**src/rtl/parking_pkg.sv**
```systemverilog
// rtl/parking_pkg.sv - shared slot count, slot index type and FSM state encoding
package parking_pkg;

  localparam int NUM_SLOTS = 8;
  localparam int SLOT_W    = 3;

  typedef logic [SLOT_W-1:0] slot_t;

  typedef enum logic [1:0] {
    ST_IDLE    = 2'd0,
    ST_GATE    = 2'd1,
    ST_RELEASE = 2'd2
  } state_e;

endpackage

```
**src/rtl/parking_occupancy_tracker_if.sv**
```systemverilog
// rtl/parking_occupancy_tracker_if.sv - gate request/ack and occupancy status bundle
interface parking_occupancy_tracker_if;
  import parking_pkg::*;

  logic                 entry_req;
  logic                 exit_req;
  slot_t                exit_slot;
  logic                 entry_ack;
  slot_t                entry_slot;
  logic                 entry_reject;
  logic                 exit_ack;
  logic                 gate_open;
  logic [NUM_SLOTS-1:0] occupancy;
  logic                 full;
  logic                 err;

  // gate sensors side: raises requests, observes acks and status
  modport master (
    output entry_req, exit_req, exit_slot,
    input  entry_ack, entry_slot, entry_reject, exit_ack,
    input  gate_open, occupancy, full, err
  );

  // tracker side
  modport slave (
    input  entry_req, exit_req, exit_slot,
    output entry_ack, entry_slot, entry_reject, exit_ack,
    output gate_open, occupancy, full, err
  );
endinterface

```
**src/rtl/parking_slot_finder.sv**
```systemverilog
// rtl/parking_slot_finder.sv - lowest-index free slot priority encoder
module parking_slot_finder
  import parking_pkg::*;
(
  input  logic [NUM_SLOTS-1:0] occ,
  output slot_t                free_slot,
  output logic                 none_free
);

  // scan from the top down so the lowest free index is the last one written
  always_comb begin
    free_slot = '0;
    none_free = 1'b1;
    for (int i = NUM_SLOTS - 1; i >= 0; i--) begin
      if (!occ[i]) begin
        free_slot = slot_t'(i);
        none_free = 1'b0;
      end
    end
  end

endmodule

```
**src/rtl/parking_occupancy_tracker.sv**
```systemverilog
// rtl/parking_occupancy_tracker.sv - lot occupancy tracker with gate sequencing; PARKING_EXIT_CHECK_EN enables exit validation
module parking_occupancy_tracker
  import parking_pkg::*;
#(
  parameter int GATE_CYCLES = 4
)
(
  input  logic                         clk,
  input  logic                         rst,
  parking_occupancy_tracker_if.slave   bus
);

  localparam logic [3:0] GATE_LAST = 4'(GATE_CYCLES - 1);

  state_e               state_q, state_d;
  logic [NUM_SLOTS-1:0] occupancy_q, occupancy_d;
  logic                 full_q, full_d;
  logic                 gate_open_q, gate_open_d;
  logic [3:0]           gate_cnt_q, gate_cnt_d;
  logic                 hold_exit_q, hold_exit_d;
  logic                 entry_ack_q, entry_ack_d;
  logic                 entry_reject_q, entry_reject_d;
  logic                 exit_ack_q, exit_ack_d;
  logic                 err_q, err_d;
  slot_t                entry_slot_q, entry_slot_d;

  slot_t                free_slot;
  logic                 none_free;
  logic                 exit_valid;

  parking_slot_finder u_finder (
    .occ       (occupancy_q),
    .free_slot (free_slot),
    .none_free (none_free)
  );

`ifdef PARKING_EXIT_CHECK_EN
  assign exit_valid = occupancy_q[bus.exit_slot];
`else
  assign exit_valid = 1'b1;
`endif

  // next state, occupancy update and registered pulse/gate values
  always_comb begin
    state_d        = state_q;
    occupancy_d    = occupancy_q;
    gate_cnt_d     = gate_cnt_q;
    hold_exit_d    = hold_exit_q;
    gate_open_d    = 1'b0;
    entry_ack_d    = 1'b0;
    entry_reject_d = 1'b0;
    exit_ack_d     = 1'b0;
    err_d          = 1'b0;
    entry_slot_d   = '0;
    case (state_q)
      ST_IDLE: begin
        // exit has priority; a held entry is re-evaluated after the exit completes
        if (bus.exit_req) begin
          hold_exit_d = 1'b1;
          if (exit_valid) begin
            occupancy_d[bus.exit_slot] = 1'b0;
            exit_ack_d  = 1'b1;
            gate_open_d = 1'b1;
            gate_cnt_d  = GATE_LAST;
            state_d     = ST_GATE;
          end else begin
            err_d   = 1'b1;
            state_d = ST_RELEASE;
          end
        end else if (bus.entry_req) begin
          hold_exit_d = 1'b0;
          if (none_free) begin
            entry_reject_d = 1'b1;
            state_d        = ST_RELEASE;
          end else begin
            occupancy_d[free_slot] = 1'b1;
            entry_slot_d = free_slot;
            entry_ack_d  = 1'b1;
            gate_open_d  = 1'b1;
            gate_cnt_d   = GATE_LAST;
            state_d      = ST_GATE;
          end
        end
      end
      ST_GATE: begin
        if (gate_cnt_q == 4'd0) begin
          state_d = ST_RELEASE;
        end else begin
          gate_cnt_d  = gate_cnt_q - 4'd1;
          gate_open_d = 1'b1;
        end
      end
      ST_RELEASE: begin
        // only the request line that was served can release the FSM
        if (!(hold_exit_q ? bus.exit_req : bus.entry_req)) begin
          state_d = ST_IDLE;
        end
      end
      default: state_d = ST_IDLE;
    endcase
    full_d = &occupancy_d;
  end

  // state and output registers with synchronous reset
  always_ff @(posedge clk) begin
    if (rst) begin
      state_q        <= ST_IDLE;
      occupancy_q    <= '0;
      full_q         <= 1'b0;
      gate_open_q    <= 1'b0;
      gate_cnt_q     <= '0;
      hold_exit_q    <= 1'b0;
      entry_ack_q    <= 1'b0;
      entry_reject_q <= 1'b0;
      exit_ack_q     <= 1'b0;
      err_q          <= 1'b0;
      entry_slot_q   <= '0;
    end else begin
      state_q        <= state_d;
      occupancy_q    <= occupancy_d;
      full_q         <= full_d;
      gate_open_q    <= gate_open_d;
      gate_cnt_q     <= gate_cnt_d;
      hold_exit_q    <= hold_exit_d;
      entry_ack_q    <= entry_ack_d;
      entry_reject_q <= entry_reject_d;
      exit_ack_q     <= exit_ack_d;
      err_q          <= err_d;
      entry_slot_q   <= entry_slot_d;
    end
  end

  assign bus.entry_ack    = entry_ack_q;
  assign bus.entry_slot   = entry_slot_q;
  assign bus.entry_reject = entry_reject_q;
  assign bus.exit_ack     = exit_ack_q;
  assign bus.gate_open    = gate_open_q;
  assign bus.occupancy    = occupancy_q;
  assign bus.full         = full_q;
  assign bus.err          = err_q;

endmodule

```
**src/flat_wrapper.sv**
```systemverilog
// flat-port wrapper written by rule: the top's interface ports become plain ports
module parking_occupancy_tracker_flat import parking_pkg::*;
#(
  parameter int GATE_CYCLES = 4
)
  (clk, rst, bus_entry_req, bus_exit_req, bus_exit_slot, bus_entry_ack, bus_entry_slot, bus_entry_reject, bus_exit_ack, bus_gate_open, bus_occupancy, bus_full, bus_err);
  parking_occupancy_tracker_if bus_i ();
  input  logic clk;
  input  logic rst;
  input wire logic [$bits(bus_i.entry_req)-1:0] bus_entry_req;
  input wire logic [$bits(bus_i.exit_req)-1:0] bus_exit_req;
  input wire logic [$bits(bus_i.exit_slot)-1:0] bus_exit_slot;
  output wire logic [$bits(bus_i.entry_ack)-1:0] bus_entry_ack;
  output wire logic [$bits(bus_i.entry_slot)-1:0] bus_entry_slot;
  output wire logic [$bits(bus_i.entry_reject)-1:0] bus_entry_reject;
  output wire logic [$bits(bus_i.exit_ack)-1:0] bus_exit_ack;
  output wire logic [$bits(bus_i.gate_open)-1:0] bus_gate_open;
  output wire logic [$bits(bus_i.occupancy)-1:0] bus_occupancy;
  output wire logic [$bits(bus_i.full)-1:0] bus_full;
  output wire logic [$bits(bus_i.err)-1:0] bus_err;
  assign bus_i.entry_req = bus_entry_req;
  assign bus_i.exit_req = bus_exit_req;
  assign bus_i.exit_slot = bus_exit_slot;
  assign bus_entry_ack = bus_i.entry_ack;
  assign bus_entry_slot = bus_i.entry_slot;
  assign bus_entry_reject = bus_i.entry_reject;
  assign bus_exit_ack = bus_i.exit_ack;
  assign bus_gate_open = bus_i.gate_open;
  assign bus_occupancy = bus_i.occupancy;
  assign bus_full = bus_i.full;
  assign bus_err = bus_i.err;
  parking_occupancy_tracker #(.GATE_CYCLES(GATE_CYCLES)) u_core (.clk(clk), .rst(rst), .bus(bus_i));
endmodule
```
**config.mk**
```make
export PLATFORM = sky130hd
export DESIGN_NAME = parking_occupancy_tracker_flat
export DESIGN_NICKNAME = d
export VERILOG_FILES = /design/src/rtl/parking_pkg.sv /design/src/rtl/parking_occupancy_tracker_if.sv /design/src/rtl/parking_slot_finder.sv /design/src/rtl/parking_occupancy_tracker.sv /design/src/flat_wrapper.sv
export SDC_FILE = /design/constraint.sdc
export NUM_CORES = 1
export LEC_CHECK = 0
export BUFFER_PORTS_ARGS = -buffer_cell sky130_fd_sc_hd__buf_2
export CAP_MARGIN = 0
export CORE_ASPECT_RATIO = 0.6
export CORE_UTILIZATION = 52
export CTS_CLUSTER_DIAMETER = 150
export DETAILED_ROUTE_END_ITERATION = 6
export HOLD_SLACK_MARGIN = 0.02
export PLACE_DENSITY = 0.74
export RECOVER_POWER = 25
export SLEW_MARGIN = 15
export SYNTH_ARGS = -nofsm -noshare
export SYNTH_HDL_FRONTEND = slang
export SYNTH_HIERARCHICAL = 1
export SYNTH_SLANG_ARGS = --single-unit
export TNS_END_PERCENT = 100
```
**constraint.sdc**
```tcl
create_clock -name clk -period 2.3 [get_ports clk]
set_input_delay 0.115 -clock clk [delete_from_list [all_inputs] [get_ports clk]]
set_output_delay 0.115 -clock clk [all_outputs]
set_load 0.01 [all_outputs]
```
==> key figures <==
Clock tree
  – Root Buffer: clkbuf_4
  – Cts hold-fix bufs: 0
  – CTS sink count: 23
  – H-tree depth: 1
  – Clock latency on the worst-skew pair: 310 ps
  – Clk slew on worst S/H paths: 130 ps
  – CTS tree: built
  – CTS Buffer Depth: 2
  – Cts bufs inserted: 3
  – Post-CTS Setup Bufs: 0

Power
  – Part of the power in registers: 55.6%
  – Pint: 0.000581 W
  – Clock power frac: 21.9%
  – Leak Pwr: 0.512 nW
  – Sw Pwr: 0.000261 W
  – Comb power frac: 22.5%
  – Peak supply drop: 490 uV
  – Pwr Density: 659 nW/um^2
  – Switching Share: 31.0%

STA
  – FMAX: 465 MHz
  – Worst-margin pin slew: 547 ps
  – Final Hold Viols: 0
  – Final Cycle Share: 93.6%
  – PnR worst setup slack: 148 ps
  – Setup TNS: 0 ps
  – Skew final: 11.0 ps
  – Worst slew margin: 63.0%
  – Count of pins over their slew limit: 0
  – Worst Hold Slack: 99.1 ps
  – Min cycle time layout: 2150 ps
  – Final setup viols: 0
  – Unrepaired setup endpoints after global routing: no

Die
  – Num rows: 12
  – Die area: 2370 um^2
  – Effective utilization at floorplan: 58.3%
  – DIE HEIGHT: 38.1 um
  – Core Box Area: 1940 um^2
  – Die Span X: 62.2 um
  – Top Ports: 24

Route
  – Post-DR vias/cell: 5.87
  – Drt pass-1 iters: 4
  – Final wirelength: 2690 um
  – Drt drc: 0
  – Via count: 1,045
  – WL per Instance: 15.1 um
  – DRT iter0 DRCs: 71
  – DRT antenna net count: 0

Logic synthesis
  – Syn_nets: 135
  – Synth warnings: 6
  – Seq/Total Area, Yosys: 40.8%
  – Mean Syn Cell Area: 8.90 um^2
  – Asr flop ratio synth: 0%
  – Post-synth EDFFs: 0
  – Top_reg_cell synth: dfxtp_1
  – Yosys cell types: 39
  – Synthesis-stage register bit count: 23
  – Cell area after synthesis: 1130 um^2
  – Gate Count Post-Synth: 127

Finish
  – Post-route cell area: 1280 um^2
  – Commonest non-fill, non-tap cell in the layout: dfxtp_1
  – Area Growth Syn to Fin: 13.1%
  – Layout cell share with drive strength beyond 1: 17.3%
  – N_diodes: 0
  – Register area: 460 um^2
  – Fill cells: 180
  – Most frequent cells in the layout: dfxtp_1, buf_2, nor2_1
  – Nets: 159
  – Multi-input gate area: 622 um^2
  – Non-filler cells, final: 178

Worst hold path
  – Hold Crit Start: bus_exit_req
  – Hold WC Path Type: in -> reg

Placed design
  – Dpl hpwl: 2000 um
  – Placer Congestion: 0.912
  – IO Port Bufs: 22
  – Placed inst area: 1260 um^2
  – Worst slack, placed: 241 ps
  – Placed cell count: 174

Global routing
  – Gr ovfl total: 0
  – Antenna violations before repair: 0
  – Total track usage: 25.3%
  – First-pass GRT wire length: 4450 um
  – Vias in the first global route: 916
  – Largest net degree at the start of global routing: 23

Job
  – Max Cap Violations: 0

Critical path
  – Worst Setup SP: u_core/bus.occupancy[0]$_SDFF_PP0_
  – Crit Path Category: reg -> reg
  – CP arrival: 2410 ps
  – CP Max Fanout: 6
  – Critical path, cell by cell: nand4_1 > a41oi_1 > nand4_1 > a222oi_1 > and4_1
  – CP peak stage delay: 490 ps
  – Critical path startpoint category: register
  – CP Capture Type: register
  – Most used cell, CP: nand4_1
  – WP data required: 2560 ps
  – Reg2reg start: u_core/bus.occupancy[0]$_SDFF_PP0_
  – Slowest cell on crit path: a41oi_1

Outcome
  – Status: finished, final reports clean
## metal layers
| metal | GRT usage (%) | up-vias | share of wire (%) |
|---|---|---|---|
| li1 | - | 511 | - |
| met1 | 35.8 | 476 | 50 |
| met2 | 38.7 | 52 | 40 |
| met3 | 7.44 | 6 | 8.3 |
| met4 | 4.07 | 0 | 1.3 |
| met5 | 0 | - | 0 |
## path summary, 6_finish.rpt
| path | to | slack [ps] | depth (start not counted) |
|---|---|---|---|
| setup / recovery | u_core/bus.full$_SDFF_PP0_ | 150 | 5 |
| hold / removal | u_core/bus.exit_ack$_SDFF_PP0_ | 100 | 3 |
| setup reg to reg | u_core/bus.full$_SDFF_PP0_ | 150 | 5 |
| hold reg to reg | u_core/hold_exit_q$_SDFFE_PP0P_ | 480 | 2 |
## repair_timing
item	in CTS	in global routing
setup endpoints to repair	0	2
hold endpoints to repair	0	0
resized for setup	0	1
## registers in the layout, indices dropped and copies added (netlist names)
register                 flops
u_core/bus.occupancy         8
u_core/gate_cnt_q            4
u_core/bus.entry_slot        3
u_core/state_q               2
u_core/bus.entry_ack         1
u_core/bus.entry_reject      1
u_core/bus.exit_ack          1
u_core/bus.full              1
u_core/bus.gate_open         1
u_core/hold_exit_q           1
## cell type report
class	count	area share, %
well taps	28	2.74
flip-flops and latches	23	36.0
clock buffers	3	1.76
repair buffers	24	8.91
multi-input cells	94	48.7
clock inverters	1	0.392
inverters	5	1.47
## cells by family after synthesis
kind of cell / Yosys count / share of synthesized area [%]
fa+ha+maj: 1 / 1.11
buf+inv: 10 / 4.65
compound gates: 29 / 18.9
other cells: 1 / 0.332
mux: 4 / 3.54
flops: 23 / 40.8
simple gates: 59 / 30.7
## power by group through the flow
| stage | Combinational, W | Sequential (W) | Clock (W) |
|---|---|---|---|
| after floorplan | 0.000146 | 0.000468 | 0 |
| after global placement | 0.000184 | 0.000475 | 0 |
| after detailed placement | 0.000187 | 0.000476 | 0 |
| after CTS | 0.000188 | 0.000467 | 0.000187 |
| after global routing | 0.000211 | 0.000475 | 0.000206 |
| final | 0.000189 | 0.000469 | 0.000184 |
## Yosys cell counts (3+ instances only)
cell type / count / area, um^2
nand4_1: 3 / 18.8
inv_1: 5 / 18.8
a21oi_1: 7 / 35.0
nor2b_1: 7 / 43.8
nor3_1: 3 / 15.0
dfxtp_1: 23 / 460
nor2_1: 12 / 45.0
and3_1: 3 / 18.8
nand2_1: 10 / 37.5
nand3_1: 7 / 35.0
mux2i_1: 4 / 40.0
nand2b_1: 4 / 25.0
o21ai_1: 4 / 20.0
a211oi_1: 3 / 22.5
## metrics by stage
step                      power, W  utilization, %
after floorplan           0.000614               -
after global placement    0.000659            64.9
after detailed placement  0.000664            64.9
after CTS                 0.000842            66.3
after global routing      0.000891            66.0
final                     0.000842            66.0
## critical path: cells and delay by family, from the launching register on
kind,cells,cell delay (ps)
and+or+nand+nor,3,680
DFF,1,480
AOI/OAI and AO/OA,2,920
(Power assumes the default switching activity.)
